**config.mk**
```make
export PLATFORM = sky130hd
export DESIGN_NAME = uart_baud_gen
export DESIGN_NICKNAME = d
export VERILOG_FILES = /design/src/rtl/uart_baud_pkg.sv /design/src/rtl/uart_baud_ctr.sv /design/src/rtl/uart_baud_gen.sv
export SDC_FILE = /design/constraint.sdc
export NUM_CORES = 1
export LEC_CHECK = 0
export CAP_MARGIN = 20
export CORE_ASPECT_RATIO = 0.6
export CORE_MARGIN = 1
export CORE_UTILIZATION = 50
export CTS_BUF_LIST = sky130_fd_sc_hd__clkbuf_4 sky130_fd_sc_hd__clkbuf_8
export DETAILED_ROUTE_END_ITERATION = 8
export GPL_ROUTABILITY_DRIVEN = 0
export MAX_ROUTING_LAYER = met4
export PLACE_DENSITY = 0.73
export RECOVER_POWER = 50
export SLEW_MARGIN = 30
export SYNTH_ARGS = -nofsm -noshare
export SYNTH_HDL_FRONTEND = slang
export SYNTH_SLANG_ARGS = --single-unit
```
**constraint.sdc**
```tcl
create_clock -name clk -period 2.92 [get_ports clk]
set_input_delay 0.584 -clock clk [delete_from_list [all_inputs] [get_ports clk]]
set_output_delay 0.584 -clock clk [all_outputs]
set_load 0.02 [all_outputs]
```
**src/rtl/uart_baud_pkg.sv**
```systemverilog
// ---------------------------------------------------------------------------
// uart_baud_pkg
// Shared definitions for the UART baud-tick generator:
//   - baud_sel encodings (0..3 preset rates, 4..7 custom divisors)
//   - minimum legal integer divisor
//   - preset divisor computation from the system clock frequency, rounded to
//     the nearest fixed-point value with FRAC_W fractional bits
// The fractional divisor bits only take effect in builds that define
// UART_BAUD_FRAC_EN.
// ---------------------------------------------------------------------------
package uart_baud_pkg;

    typedef enum logic [2:0] {
        SEL_4800   = 3'd0,
        SEL_19200  = 3'd1,
        SEL_115200 = 3'd2,
        SEL_921600 = 3'd3,
        SEL_CUSTOM = 3'd4
    } baud_sel_e;

    // A divisor of 1 would hold the tick high continuously, and 0 is
    // meaningless, so both saturate to this value.
    localparam int unsigned MIN_DIV = 2;

    function automatic longint unsigned baud_rate(input logic [2:0] sel);
        case (sel)
            SEL_4800:   return 64'd4800;
            SEL_19200:  return 64'd19200;
            SEL_115200: return 64'd115200;
            SEL_921600: return 64'd921600;
            default:    return 64'd0;
        endcase
    endfunction

    // Fixed-point divisor (integer part in the MSBs, frac_w fraction bits)
    // for clk_hz / (rate * ovs), rounded to nearest.
    function automatic longint unsigned preset_div(
        input longint unsigned clk_hz,
        input logic [2:0]      sel,
        input longint unsigned ovs,
        input int unsigned     frac_w
    );
        longint unsigned den;
        den = baud_rate(sel) * ovs;
        if (den == 64'd0) begin
            return 64'd0;
        end
        return ((clk_hz << frac_w) + (den >> 1)) / den;
    endfunction

endpackage

```
**src/rtl/uart_baud_ctr.sv**
```systemverilog
// ---------------------------------------------------------------------------
// uart_baud_ctr
// One divisor-driven tick counter: counts 0..D-1 and flags the wrap cycle.
// The active divisor is reloaded only on a wrap (so a period is never cut
// short or stretched mid-way), immediately while disabled, and once
// unconditionally on the first clock after reset.
//
// Optional feature: UART_BAUD_FRAC_EN adds a FRAC_W-bit accumulator that
// adds the fractional divisor part at every wrap; a carry-out stretches the
// next period to D+1 cycles. Without the macro the period is always D.
//
// Ports:
//   clk      in   system clock, rising edge
//   reset_n  in   asynchronous active-low reset
//   en       in   enable; low holds count/accumulator at zero, loads divisor
//   clr      in   synchronous clear (phase re-alignment), suppresses wrap
//   req_div  in   requested divisor, integer in the CNT_W MSBs
//   wrap     out  combinational: this cycle ends a period
//   pending  out  requested (clamped) divisor differs from the active one
// ---------------------------------------------------------------------------
module uart_baud_ctr
    import uart_baud_pkg::*;
#(
    parameter int unsigned CNT_W  = 16,
    parameter int unsigned FRAC_W = 4
) (
    input  logic                    clk,
    input  logic                    reset_n,
    input  logic                    en,
    input  logic                    clr,
    input  logic [CNT_W+FRAC_W-1:0] req_div,
    output logic                    wrap,
    output logic                    pending
);

    localparam int unsigned DW = CNT_W + FRAC_W;

    function automatic logic [DW-1:0] clamp_div(input logic [DW-1:0] d);
        logic [DW-1:0] r;
        r = d;
        if (d[DW-1:FRAC_W] < CNT_W'(MIN_DIV)) begin
            r[DW-1:FRAC_W] = CNT_W'(MIN_DIV);
        end
        return r;
    endfunction

    logic [DW-1:0]    act_q;
    logic             init_q;
    logic [CNT_W-1:0] cnt_q;
    logic [DW-1:0]    req_c;
    logic [CNT_W-1:0] div_int;
    logic             extra;
    logic [CNT_W:0]   period;
    logic             last;

    assign req_c = clamp_div(req_div);

    // Before the first load the active register is still zero, so the
    // counter runs from the request directly on that first clock.
    assign div_int = init_q ? act_q[DW-1:FRAC_W] : req_c[DW-1:FRAC_W];
    assign period  = {1'b0, div_int} + {{CNT_W{1'b0}}, extra};
    assign last    = (({1'b0, cnt_q} + (CNT_W+1)'(1)) == period);
    assign wrap    = en && !clr && last;
    assign pending = init_q && (req_c != act_q);

    always_ff @(posedge clk or negedge reset_n) begin
        if (!reset_n) begin
            act_q  <= '0;
            init_q <= 1'b0;
            cnt_q  <= '0;
        end else begin
            init_q <= 1'b1;
            if (!init_q || !en || wrap) begin
                act_q <= req_c;
            end
            if (!en || clr || wrap) begin
                cnt_q <= '0;
            end else begin
                cnt_q <= cnt_q + CNT_W'(1);
            end
        end
    end

`ifdef UART_BAUD_FRAC_EN
    logic [FRAC_W-1:0] acc_q;
    logic              extra_q;
    logic [FRAC_W-1:0] div_frac;
    logic [FRAC_W:0]   acc_sum;

    assign div_frac = init_q ? act_q[FRAC_W-1:0] : req_c[FRAC_W-1:0];
    assign acc_sum  = {1'b0, acc_q} + {1'b0, div_frac};
    assign extra    = extra_q;

    always_ff @(posedge clk or negedge reset_n) begin
        if (!reset_n) begin
            acc_q   <= '0;
            extra_q <= 1'b0;
        end else if (!en || clr) begin
            acc_q   <= '0;
            extra_q <= 1'b0;
        end else if (wrap) begin
            // Carry-out lengthens the period that starts now.
            {extra_q, acc_q} <= acc_sum;
        end
    end
`else
    assign extra = 1'b0;
`endif

endmodule

```
**src/rtl/uart_baud_gen.sv**
```systemverilog
// ---------------------------------------------------------------------------
// uart_baud_gen
// Baud-tick generator: a 1x bit tick for the UART transmitter and an
// OVS-times oversampling tick for the receiver, each from its own divisor
// (preset table derived from CLK_HZ, or a runtime custom value). Provides a
// mid-bit sample strobe, receiver phase re-alignment and glitch-free divisor
// changes applied only at tick boundaries.
//
// Compile option: UART_BAUD_FRAC_EN enables fractional divisors (see
// uart_baud_ctr). Default build uses integer divisors only.
//
// Ports:
//   clk          in   system clock, rising edge
//   reset_n      in   asynchronous active-low reset
//   en           in   generator enable; low holds all counters at zero
//   baud_sel     in   0:4800 1:19200 2:115200 3:921600 4..7:custom
//   cus_tx_div   in   custom TX divisor, integer in the CNT_W MSBs
//   cus_rx_div   in   custom RX divisor, integer in the CNT_W MSBs
//   rx_resync    in   start-bit detect pulse, restarts RX phase
//   tx_tick      out  one pulse per TX bit period
//   rx_tick      out  one pulse per RX oversample period
//   rx_mid       out  rx_tick at oversample index OVS/2-1 (bit centre)
//   cfg_pending  out  a divisor change is requested but not yet applied
// ---------------------------------------------------------------------------
module uart_baud_gen
    import uart_baud_pkg::*;
#(
    parameter int unsigned CLK_HZ = 150_000_000,
    parameter int unsigned OVS    = 16,
    parameter int unsigned CNT_W  = 16,
    parameter int unsigned FRAC_W = 4
) (
    input  logic                    clk,
    input  logic                    reset_n,
    input  logic                    en,
    input  logic [2:0]              baud_sel,
    input  logic [CNT_W+FRAC_W-1:0] cus_tx_div,
    input  logic [CNT_W+FRAC_W-1:0] cus_rx_div,
    input  logic                    rx_resync,
    output logic                    tx_tick,
    output logic                    rx_tick,
    output logic                    rx_mid,
    output logic                    cfg_pending
);

    localparam int unsigned DW    = CNT_W + FRAC_W;
    localparam int unsigned IDX_W = (OVS > 1) ? $clog2(OVS) : 1;

    localparam longint unsigned CLK64 = longint'(CLK_HZ);
    localparam longint unsigned OVS64 = longint'(OVS);

    localparam logic [DW-1:0] TX_P0 = DW'(preset_div(CLK64, SEL_4800,   64'd1, FRAC_W));
    localparam logic [DW-1:0] TX_P1 = DW'(preset_div(CLK64, SEL_19200,  64'd1, FRAC_W));
    localparam logic [DW-1:0] TX_P2 = DW'(preset_div(CLK64, SEL_115200, 64'd1, FRAC_W));
    localparam logic [DW-1:0] TX_P3 = DW'(preset_div(CLK64, SEL_921600, 64'd1, FRAC_W));
    localparam logic [DW-1:0] RX_P0 = DW'(preset_div(CLK64, SEL_4800,   OVS64, FRAC_W));
    localparam logic [DW-1:0] RX_P1 = DW'(preset_div(CLK64, SEL_19200,  OVS64, FRAC_W));
    localparam logic [DW-1:0] RX_P2 = DW'(preset_div(CLK64, SEL_115200, OVS64, FRAC_W));
    localparam logic [DW-1:0] RX_P3 = DW'(preset_div(CLK64, SEL_921600, OVS64, FRAC_W));

    localparam logic [IDX_W-1:0] MID_IDX = IDX_W'(OVS / 2 - 1);

    logic [DW-1:0]    req_tx;
    logic [DW-1:0]    req_rx;
    logic             tx_wrap;
    logic             rx_wrap;
    logic             tx_pend;
    logic             rx_pend;
    logic [IDX_W-1:0] idx_q;

    always_comb begin
        req_tx = cus_tx_div;
        req_rx = cus_rx_div;
        case (baud_sel)
            SEL_4800:   begin req_tx = TX_P0; req_rx = RX_P0; end
            SEL_19200:  begin req_tx = TX_P1; req_rx = RX_P1; end
            SEL_115200: begin req_tx = TX_P2; req_rx = RX_P2; end
            SEL_921600: begin req_tx = TX_P3; req_rx = RX_P3; end
            default:    ;
        endcase
    end

    uart_baud_ctr #(
        .CNT_W  (CNT_W),
        .FRAC_W (FRAC_W)
    ) u_tx_ctr (
        .clk     (clk),
        .reset_n (reset_n),
        .en      (en),
        .clr     (1'b0),
        .req_div (req_tx),
        .wrap    (tx_wrap),
        .pending (tx_pend)
    );

    uart_baud_ctr #(
        .CNT_W  (CNT_W),
        .FRAC_W (FRAC_W)
    ) u_rx_ctr (
        .clk     (clk),
        .reset_n (reset_n),
        .en      (en),
        .clr     (rx_resync),
        .req_div (req_rx),
        .wrap    (rx_wrap),
        .pending (rx_pend)
    );

    // Outputs are registered copies of the wrap decode so they are clean,
    // single-cycle pulses.
    always_ff @(posedge clk or negedge reset_n) begin
        if (!reset_n) begin
            tx_tick     <= 1'b0;
            rx_tick     <= 1'b0;
            rx_mid      <= 1'b0;
            idx_q       <= '0;
            cfg_pending <= 1'b0;
        end else begin
            tx_tick     <= tx_wrap;
            rx_tick     <= rx_wrap;
            rx_mid      <= rx_wrap && (idx_q == MID_IDX);
            // Loads are immediate while disabled, so nothing is pending then.
            cfg_pending <= en && (tx_pend || rx_pend);
            if (!en || rx_resync) begin
                idx_q <= '0;
            end else if (rx_wrap) begin
                idx_q <= idx_q + IDX_W'(1);
            end
        end
    end

endmodule

```
==> impl_results.html, run 1 <==
<table>
<tr><th>Metric</th><th>Value</th></tr>
<tr><th colspan="2">Status</th></tr>
<tr><td>Outcome</td><td>finished, violations left</td></tr>
<tr><td>Violated checks</td><td>capacitance limit, slew limit, setup timing</td></tr>
<tr><th colspan="2">Synth</th></tr>
<tr><td>Fraction of synthesized cell area in xor and xnor cells</td><td>between 10% and 20%</td></tr>
<tr><td>Compound-gate portion of the synthesized area</td><td>between 10% and 20%</td></tr>
<tr><td>Primary flip-flop cell chosen by synthesis mapping</td><td>dfrtp_1</td></tr>
<tr><td>Largest family of logic cells by synthesized area</td><td>simple AND/OR/NAND/NOR gates</td></tr>
<tr><td>Flops &amp; latches, synth</td><td>81</td></tr>
<tr><td>Async SR Flop Fraction</td><td>100%</td></tr>
<tr><td>Cell variety after synth</td><td>75</td></tr>
<tr><td>Synthesized area per cell</td><td>9.07 sq um</td></tr>
<tr><td>Number of nets produced by synthesis</td><td>686</td></tr>
<tr><td>Post-Synth Adder-Cell Area</td><td>0.651%</td></tr>
<tr><td>Post-synthesis instance total</td><td>636</td></tr>
<tr><td>Number of flops mapped to enable cells by yosys</td><td>0</td></tr>
<tr><td>Mux contribution to synthesized area</td><td>11.0%</td></tr>
<tr><td>Warnings, synthesis</td><td>0</td></tr>
<tr><td>Post-synth design cell area</td><td>about 5800 sq um</td></tr>
<tr><td>Seq/Total Area, Yosys</td><td>35.1%</td></tr>
<tr><td>Fraction of the mapped netlist area in simple logic gates</td><td>21.3%</td></tr>
<tr><th colspan="2">Final layout</th></tr>
<tr><td>Layout overhead on the synthesized area</td><td>44.1%</td></tr>
<tr><td>Final-layout fill cell count</td><td>695</td></tr>
<tr><td>Nets</td><td>880</td></tr>
<tr><td>Fraction of layout cells with a size suffix above 1</td><td>32.3%</td></tr>
<tr><td>Leading cell type in the layout, fill and taps excluded</td><td>buf_4</td></tr>
<tr><td>Antenna diode instance count</td><td>0</td></tr>
<tr><td>Highest-count cells in the layout ignoring fill and taps</td><td>135 x buf_4, 79 x dfrtp_1, 53 x nand2_1</td></tr>
<tr><td>Sequential cell area</td><td>2030 sq um</td></tr>
<tr><td>Area used by multi-input combinational logic</td><td>roughly 3800 sq um</td></tr>
<tr><th colspan="2">Drt</th></tr>
<tr><td>Total wire length</td><td>21200 um</td></tr>
<tr><td>Post-DR wirelength/cell</td><td>between 20 and 25 um</td></tr>
<tr><td>Drc violations</td><td>0</td></tr>
<tr><td>Antenna Violating Nets Remaining</td><td>0</td></tr>
<tr><td>Mean number of vias per cell</td><td>6.21</td></tr>
<tr><td>Pre-Repair DR Iteration Count</td><td>8</td></tr>
<tr><td>Routed via count</td><td>6049</td></tr>
<tr><td>DRC marker count from the first detailed-route iteration</td><td>842</td></tr>
<tr><th colspan="2">Global route</th></tr>
<tr><td>Met1 demand-to-capacity share in global routing</td><td>46.7%</td></tr>
<tr><td>Number of antenna violations at the first check in global routing</td><td>0</td></tr>
<tr><td>Met3 GRT Util</td><td>approximately 8.6%</td></tr>
<tr><td>Global router's overall resource usage</td><td>approximately a third</td></tr>
<tr><td>Number of global-route vias before repair</td><td>5628</td></tr>
<tr><td>First-pass GRT wire length</td><td>29900 um</td></tr>
<tr><td>Global-route congestion overflow total</td><td>0</td></tr>
<tr><td>Busiest metal layer after global routing</td><td>met2</td></tr>
<tr><td>Met2 Resource Use GR</td><td>a little over 50%</td></tr>
<tr><td>Maximum number of pins on one net before global-route repair</td><td>82</td></tr>
<tr><th colspan="2">Worst setup path</th></tr>
<tr><td>WP data required</td><td>3.20 ns</td></tr>
<tr><td>Capture instance of the worst register-to-register path</td><td>u_rx_ctr.act_q[16]</td></tr>
<tr><td>Worst reg2reg path startpoint</td><td>u_rx_ctr.cnt_q[0]</td></tr>
<tr><td>Category of the critical setup timing path</td><td>reg -&gt; reg</td></tr>
<tr><td>Capturing element type of the critical path</td><td>flip-flop</td></tr>
<tr><td>Largest fanout of any net on the critical path</td><td>5</td></tr>
<tr><td>Critical Path Start Type</td><td>flip-flop</td></tr>
<tr><td>R2R depth</td><td>10</td></tr>
<tr><td>Arrival @ worst endpoint</td><td>3.29 ns</td></tr>
<tr><td>Slack of the worst reg-to-reg path</td><td>-0.09 ns</td></tr>
<tr><th colspan="2">Floorplanning</th></tr>
<tr><td>Die span in y</td><td>85.2 um</td></tr>
<tr><td>IO Pins</td><td>51</td></tr>
<tr><td>CORE AREA</td><td>~11000 sq um</td></tr>
<tr><td>Width of the chip</td><td>roughly 140 um</td></tr>
<tr><td>Effective utilization at floorplan</td><td>between 50% and 60%</td></tr>
<tr><td>Die ar.</td><td>12000 sq um</td></tr>
<tr><td>Row count</td><td>29</td></tr>
<tr><th colspan="2">Timing</th></tr>
<tr><td>Hold Worst Slack</td><td>0.557 ns</td></tr>
<tr><td>Worst setup margin</td><td>-0.0879 ns</td></tr>
<tr><td>Endpoints failing setup</td><td>36</td></tr>
<tr><td>Transition time of the tightest slew-check pin</td><td>2.10 ns</td></tr>
<tr><td>Max Transition Viols Final</td><td>82</td></tr>
<tr><td>Post-route fraction of the period consumed by the critical path</td><td>103%</td></tr>
<tr><td>Headroom to the max-slew limit</td><td>-40.1%</td></tr>
<tr><td>Timing-limited maximum frequency</td><td>~330 MHz</td></tr>
<tr><td>Post-route setup TNS</td><td>-0.925 ns</td></tr>
<tr><td>Setup repair after global routing missed its margin</td><td>true</td></tr>
<tr><td>Minimum clock period</td><td>3.01 ns</td></tr>
<tr><td>Maximum clock skew at final layout</td><td>0.0142 ns</td></tr>
<tr><td>Final count of hold timing violations</td><td>0</td></tr>
<tr><th colspan="2">Power and ir drop</th></tr>
<tr><td>Cell Pwr Density</td><td>~380 nW/um^2</td></tr>
<tr><td>Power consumption</td><td>0.00312 W</td></tr>
<tr><td>Worst ir drop on vdd</td><td>0.253 mV</td></tr>
<tr><td>Sw Share</td><td>31.8%</td></tr>
<tr><td>Pleak</td><td>approximately 3.8 nW</td></tr>
<tr><td>Internal power summed over all cells</td><td>0.00213 W</td></tr>
<tr><td>Combinational fraction of design power</td><td>29.4%</td></tr>
<tr><td>Net load switching power</td><td>roughly 0.00099 W</td></tr>
<tr><td>Fraction of power consumed by sequential logic</td><td>40.4%</td></tr>
<tr><td>Relative contribution of the clock network to total power</td><td>a little under a third</td></tr>
<tr><th colspan="2">Clock network</th></tr>
<tr><td>Cts hold-fix bufs</td><td>0</td></tr>
<tr><td>CTS Root Buffer Type</td><td>clkbuf_8</td></tr>
<tr><td>H-tree depth reported by CTS</td><td>3</td></tr>
<tr><td>Number of clock buffers inserted by TritonCTS</td><td>9</td></tr>
<tr><td>Clock insertion delay at the later pin of the skew report</td><td>0.39 ns</td></tr>
<tr><td>TritonCTS clock tree</td><td>yes</td></tr>
<tr><td>Sinks on the clock net</td><td>81</td></tr>
<tr><td>Longest Clk Path Bufs</td><td>2</td></tr>
<tr><td>CTS clock-pin slew for the worst setup and hold paths</td><td>0.09 ns</td></tr>
<tr><th colspan="2">Min path</th></tr>
<tr><td>Class of the tightest hold or removal check</td><td>reg -&gt; reg</td></tr>
<tr><td>Hold path cells</td><td>2</td></tr>
<tr><td>Min-delay src</td><td>u_tx_ctr.act_q[0]</td></tr>
<tr><td>Capture endpoint of the worst hold path</td><td>u_tx_ctr.act_q[0]</td></tr>
<tr><th colspan="2">Placement</th></tr>
<tr><td>Number of port buffers</td><td>50</td></tr>
<tr><td>Dpl hpwl</td><td>13400 um</td></tr>
<tr><th colspan="2">Run</th></tr>
<tr><td>Number of max-cap violations</td><td>1</td></tr>
</table>
[cell families (layout without fill, tap and decap cells)]
kind of cell / after synthesis / after routing
compound gates: 107 / 107
xor+xnor: 87 / 87
fa+ha+maj: 3 / 3
buf+inv: 67 / 266
flops: 81 / 81
mux: 57 / 57
other cells: 1 / 1
simple gates: 233 / 233
[metrics by stage]
stage | std cells | area [sq um] | util, % | setup slack, ns
2_1_floorplan | 636 | 5790 | - | -0.142
3_3_place_gp | 920 | 7270 | 66.8 | -0.631
3_5_place_dp | 920 | 7270 | 66.8 | -0.776
4_1_cts | 958 | 7920 | 72.7 | -0.00936
5_1_grt | 974 | 8310 | 76.4 | -0.130
6_report | 974 | 8310 | 76.4 | -0.0879
[how the worst max path moves through the flow]
stage,start,endpoint
global placement,baud_sel[1],u_tx_ctr.act_q[17]
global route,u_rx_ctr.cnt_q[1],u_rx_ctr.act_q[11]
finish,u_rx_ctr.cnt_q[0],u_rx_ctr.act_q[16]
CTS,u_rx_ctr.cnt_q[0],u_rx_ctr.act_q[11]
detailed placement,baud_sel[0],u_rx_ctr.act_q[3]
floorplan,cus_rx_div[16],u_rx_ctr.act_q[0]
[cell type report]
cell class / count / area share, %
clock inverter: 6 / 0.993
clock buffer: 10 / 1.58
sequential: 81 / 24.4
multi-input combinational: 488 / 45.9
inverter: 43 / 1.97
timing repair buffer: 207 / 23.1
tap: 139 / 2.09
[power by group through the flow]
stage	logic, W	registers, W	clock network [W]
after floorplan	0.000422	0.00125	0
after global placement	0.000729	0.00127	0
after detailed placement	0.000753	0.00127	0
after CTS	0.000816	0.00125	0.000939
after global routing	0.000963	0.00126	0.000988
final	0.000916	0.00126	0.000944
[synthesized netlist by cell type (all sizes together), types with 2 or more instances]
cell / n / area (sq um)
xor2: 32 / 280
a222oi: 2 / 20.0
and4: 4 / 35.0
o22ai: 7 / 43.8
a22oi: 3 / 22.5
nor2b: 13 / 81.3
nor3: 15 / 86.3
or2: 4 / 25.0
mux2i: 34 / 340
nand2b: 6 / 37.5
and3: 5 / 31.3
nand2: 54 / 203
a211oi: 2 / 20.0
a31oi: 7 / 43.8
nor2: 58 / 223
xnor2: 54 / 473
o31ai: 4 / 48.8
nand4: 15 / 93.8
a41o: 2 / 20.0
inv: 43 / 161
nand3: 21 / 105
nor3b: 3 / 33.8
a31o: 3 / 35.0
clkbuf: 3 / 11.3
ha: 3 / 37.5
a22o: 2 / 17.5
a2111oi: 2 / 17.5
and2: 6 / 37.5
dfrtp: 81 / 2030
nor4b: 2 / 32.5
buf: 21 / 150
o41ai: 2 / 17.5
nor4: 13 / 93.8
o21ai: 22 / 110
a21o: 7 / 52.6
a21oi: 30 / 150
or3: 5 / 31.3
mux2: 23 / 293
or4: 5 / 41.3
[critical path, cell delays in order, from the launching register on]
cell and delay [ns]:
dfrtp_1 0.40, ha_4 0.18, and4_1 0.20, nand4_1 0.16
a31oi_2 0.26, mux2i_1 0.12, or4_4 0.59, nor4b_4 0.28
a31o_4 0.23, buf_4 0.17, mux2i_1 0.31
[state kept, by name, summed over array words and instances, names as in the netlist]
name	count
u_rx_ctr.cnt_q	16
rx_tick	1
u_rx_ctr.init_q	1
idx_q	4
cfg_pending	1
u_tx_ctr.act_q	20
rx_mid	1
u_rx_ctr.act_q	20
tx_tick	1
u_tx_ctr.cnt_q	16
[metal layers]
layer / part of all wire (%) / vias to the layer above
met3: 12 / 85
met2: 43 / 465
met1: 42 / 2882
li1: - / 2617
met4: 3.4 / 0
met5: 0 / -
[repair_timing]
action | 4_1_cts | 5_1_grt
buffers inserted | 21 | 12
cloned | 2 | 5
resized for setup | 60 | 62
pin swaps | 23 | 24
setup endpoints to repair | 74 | 72
Note: power is estimated with default switching activity, not from simulation.
==> run 2: changes to the inputs <==
--- a/config.mk
+++ b/config.mk
@@ -6,15 +6,16 @@
 export NUM_CORES = 1
 export LEC_CHECK = 0
 export CAP_MARGIN = 20
-export CORE_ASPECT_RATIO = 0.6
+export CORE_ASPECT_RATIO = 1.1
 export CORE_MARGIN = 1
 export CORE_UTILIZATION = 50
 export CTS_BUF_LIST = sky130_fd_sc_hd__clkbuf_4 sky130_fd_sc_hd__clkbuf_8
 export DETAILED_ROUTE_END_ITERATION = 8
 export GPL_ROUTABILITY_DRIVEN = 0
 export MAX_ROUTING_LAYER = met4
-export PLACE_DENSITY = 0.73
+export PLACE_DENSITY = 0.71
 export RECOVER_POWER = 50
+export SETUP_SLACK_MARGIN = 0.5
 export SLEW_MARGIN = 30
 export SYNTH_ARGS = -nofsm -noshare
 export SYNTH_HDL_FRONTEND = slang
==> constraint.sdc (replaced) <==
create_clock -name clk -period 3.3 [get_ports clk]
set_input_delay 0.66 -clock clk [delete_from_list [all_inputs] [get_ports clk]]
set_output_delay 0.66 -clock clk [all_outputs]
set_load 0.02 [all_outputs]
==> run 2 against run 1 <==
Against the previous run:
- the run ends with capacitance limit, slew limit left
- cell count grew 0.10%
- sequential power shrank 12%
- power shrank 12%
- non-clock buffer count shrank 7
- critical path depth grew 5
- critical endpoint is now u_tx_ctr.act_q[5]
==> impl_results.html, run 2 (same netlist as run 1, synthesis figures left out) <==
<table>
<tr><th>Metric</th><th>Value</th></tr>
<tr><th colspan="2">Final layout</th></tr>
<tr><td>Highest-count cells in the layout ignoring fill and taps</td><td>109 x buf_4, 75 x dfrtp_1, 54 x xnor2_1</td></tr>
<tr><td>Leading cell type in the layout, fill and taps excluded</td><td>buf_4</td></tr>
<tr><td>Layout overhead on the synthesized area</td><td>48.5%</td></tr>
<tr><td>Util after Layout</td><td>77.5% (+1.1 points)</td></tr>
<tr><td>Antenna diode instance count</td><td>0 (unchanged)</td></tr>
<tr><td>Fraction of layout cells with a size suffix above 1</td><td>37.6% (+5.2 points)</td></tr>
<tr><td>Final-layout fill cell count</td><td>698 (+0.43%)</td></tr>
<tr><td>Biggest registers after layout</td><td>u_rx_ctr.act_q (20), u_tx_ctr.act_q (20)</td></tr>
<tr><td>Nets</td><td>873 (-0.80%)</td></tr>
<tr><th colspan="2">Timing</th></tr>
<tr><td>Headroom to the max-slew limit</td><td>-40.6% (-0.55 points)</td></tr>
<tr><td>Transition time of the tightest slew-check pin</td><td>2.11 ns (+0.00821 ns)</td></tr>
<tr><td>Hold Worst Slack</td><td>0.547 ns (-0.00955 ns)</td></tr>
<tr><td>Max Transition Viols Final</td><td>82 (unchanged)</td></tr>
<tr><td>Endpoints failing setup</td><td>0 (-100%)</td></tr>
<tr><td>Post-route fraction of the period consumed by the critical path</td><td>90.8%</td></tr>
<tr><td>Minimum clock period</td><td>around 3 ns</td></tr>
<tr><td>Setup repair after global routing missed its margin</td><td>true</td></tr>
<tr><td>Post-route setup TNS</td><td>0 ns (+0.925 ns)</td></tr>
<tr><td>Maximum clock skew at final layout</td><td>0.0128 ns (-0.00141 ns)</td></tr>
<tr><td>Final count of hold timing violations</td><td>0 (unchanged)</td></tr>
<tr><td>Timing-limited maximum frequency</td><td>between 300 and 400 MHz</td></tr>
<tr><th colspan="2">Floorplanning</th></tr>
<tr><td>IO Pins</td><td>51 (unchanged)</td></tr>
<tr><td>CORE AREA</td><td>11100 sq um (+1.6%)</td></tr>
<tr><td>Die ar.</td><td>12000 sq um (-0.11%)</td></tr>
<tr><td>Effective utilization at floorplan</td><td>52.1% (-0.84 points)</td></tr>
<tr><td>Row count</td><td>40 (+38%)</td></tr>
<tr><td>Width of the chip</td><td>104 um (-26%)</td></tr>
<tr><td>Die span in y</td><td>115 um (+35%)</td></tr>
<tr><th colspan="2">Drt</th></tr>
<tr><td>Pre-Repair DR Iteration Count</td><td>6 (-2)</td></tr>
<tr><td>DRC marker count from the first detailed-route iteration</td><td>429 (-49%)</td></tr>
<tr><td>Routed via count</td><td>5904 (-2.4%)</td></tr>
<tr><td>Drc violations</td><td>0 (unchanged)</td></tr>
<tr><td>Post-DR wirelength/cell</td><td>20.7 um (-4.9%)</td></tr>
<tr><td>Antenna Violating Nets Remaining</td><td>0 (unchanged)</td></tr>
<tr><td>Mean number of vias per cell</td><td>6.06 (-2.5%)</td></tr>
<tr><td>Total wire length</td><td>20200 um (-4.8%)</td></tr>
<tr><th colspan="2">Worst setup path</th></tr>
<tr><td>R2R depth</td><td>11 (+1)</td></tr>
<tr><td>Largest fanout of any net on the critical path</td><td>5 (unchanged)</td></tr>
<tr><td>Critical Path Start Type</td><td>input port</td></tr>
<tr><td>WP data required</td><td>3.56 ns (+0.36 ns)</td></tr>
<tr><td>Arrival @ worst endpoint</td><td>3.26 ns (-0.03 ns)</td></tr>
<tr><td>Category of the critical setup timing path</td><td>in -&gt; reg</td></tr>
<tr><td>Capturing element type of the critical path</td><td>flip-flop</td></tr>
<tr><th colspan="2">Clock network</th></tr>
<tr><td>CTS Root Buffer Type</td><td>clkbuf_8</td></tr>
<tr><td>Sinks on the clock net</td><td>81 (unchanged)</td></tr>
<tr><td>H-tree depth reported by CTS</td><td>3 (unchanged)</td></tr>
<tr><td>Longest Clk Path Bufs</td><td>2 (unchanged)</td></tr>
<tr><td>Number of clock buffers inserted by TritonCTS</td><td>9 (unchanged)</td></tr>
<tr><td>Clock insertion delay at the later pin of the skew report</td><td>0.38 ns (about the same)</td></tr>
<tr><td>CTS clock-pin slew for the worst setup and hold paths</td><td>0.08 ns (about the same)</td></tr>
<tr><td>TritonCTS clock tree</td><td>yes</td></tr>
<tr><th colspan="2">Status</th></tr>
<tr><td>Outcome</td><td>finished, violations left</td></tr>
<tr><td>Violated checks</td><td>capacitance limit, slew limit</td></tr>
<tr><th colspan="2">Power and ir drop</th></tr>
<tr><td>Cell Pwr Density</td><td>320 nW/um^2 (-15%)</td></tr>
<tr><td>Pleak</td><td>3.76 nW (-1.4%)</td></tr>
<tr><td>Worst ir drop on vdd</td><td>0.252 mV (-0.58%)</td></tr>
<tr><th colspan="2">Global route</th></tr>
<tr><td>Number of antenna violations at the first check in global routing</td><td>0 (unchanged)</td></tr>
<tr><td>First-pass GRT wire length</td><td>29900 um (about the same)</td></tr>
<tr><td>Global router's overall resource usage</td><td>33.4% (-0.94 points)</td></tr>
<tr><td>Global-route congestion overflow total</td><td>0 (unchanged)</td></tr>
<tr><td>Maximum number of pins on one net before global-route repair</td><td>82 (unchanged)</td></tr>
<tr><td>Number of global-route vias before repair</td><td>5836 (+3.7%)</td></tr>
<tr><th colspan="2">Run</th></tr>
<tr><td>Number of max-cap violations</td><td>1 (unchanged)</td></tr>
<tr><th colspan="2">Min path</th></tr>
<tr><td>Class of the tightest hold or removal check</td><td>reg -&gt; reg</td></tr>
<tr><td>Hold path cells</td><td>2 (unchanged)</td></tr>
<tr><th colspan="2">Placement</th></tr>
<tr><td>Dpl hpwl</td><td>12600 um (-6.3%)</td></tr>
<tr><td>Number of port buffers</td><td>50 (unchanged)</td></tr>
</table>
[run 2: changes by cell type in the layout (fill, tap and decap cells not counted), moves of 6 or more]
cell           previous run  this run
mux2_1                    6         0
buf_6                     6        24
dlygate4sd2_1            11         5
nor2_4                    2        17
buf_4                   135       109
nor2_2                    7        13
nor2_1                   49        28
mux2i_1                  34        28
mux2_4                   14        20
[run 2: per-stage QoR]
step / setup WS [ns] / std cells / area [sq um] / power [W]
after floorplan: 0.162 / 636 / 5880 / 0.00150
after global routing: 0.186 / 975 / 8570 / 0.00283
after detailed placement: -0.522 / 901 / 7140 / 0.00179
after global placement: -0.404 / 901 / 7130 / 0.00177
final: 0.302 / 975 / 8570 / 0.00274
after CTS: 0.340 / 952 / 8030 / 0.00265
[run 2: area by class of cell]
type / count / area [sq um] / share of cell area (%)
Sequential cell: 81 / 2030 / 23.7
Multi-Input combinational cell: 488 / 4000 / 46.7
Clock buffer: 12 / 159 / 1.85
Tap cell: 147 / 184 / 2.15
Clock inverter: 4 / 51.3 / 0.599
Timing Repair Buffer: 200 / 1970 / 23.0
Inverter: 43 / 165 / 1.93
[run 2: final timing paths]
check / startpoint / end / slack [ns]
max in group asynchronous: reset_n / u_rx_ctr.init_q / 1.01
min in group asynchronous: reset_n / u_rx_ctr.cnt_q[7] / 0.87
worst min register to register: u_tx_ctr.act_q[0] / u_tx_ctr.act_q[0] / 0.55
worst max register to register: u_rx_ctr.init_q / u_tx_ctr.act_q[5] / 0.34
worst min-delay path: u_tx_ctr.act_q[0] / u_tx_ctr.act_q[0] / 0.55
worst max-delay path: baud_sel[0] / u_tx_ctr.act_q[5] / 0.30
[run 2: routing by layer]
| metal | global-route usage [%] | vias to the layer above | wire length [um] |
|---|---|---|---|
| li1 | - | 2607 | - |
| met1 | 37.7 | 2922 | 7530 |
| met2 | 57.4 | 297 | 10500 |
| met3 | 4.78 | 78 | 1100 |
| met4 | 17.9 | 0 | 1060 |
| met5 | - | - | 0 |
[run 2: worst max-delay path, stage by stage]
cell and delay [ns]:
buf_6 0.10, buf_8 0.12, buf_12 0.13, xor2_2 0.15, buf_4 0.15, buf_4 0.14
nor4_1 0.27, a21oi_1 0.13, a21oi_1 0.18, nand2_1 0.10, a221oi_4 0.30, a41oi_2 0.17
buf_4 0.19, clkbuf_16 0.16, mux2_4 0.29
[run 2: repair_timing]
action / in CTS / in global routing
hold buffers: 0 / 0
setup buffers: 31 / 20
endpoints found under the setup margin: 80 / 76
resized for setup: 109 / 90
gates cloned: 4 / 3
pin swaps: 37 / 34
[run 2: where the power goes]
part           internal (W)  switching, W  total (W)
Clock              0.000400      0.000395   0.000795
Sequential          0.00105     0.0000666    0.00111
Combinational      0.000424      0.000407   0.000831
Total               0.00187      0.000869    0.00274
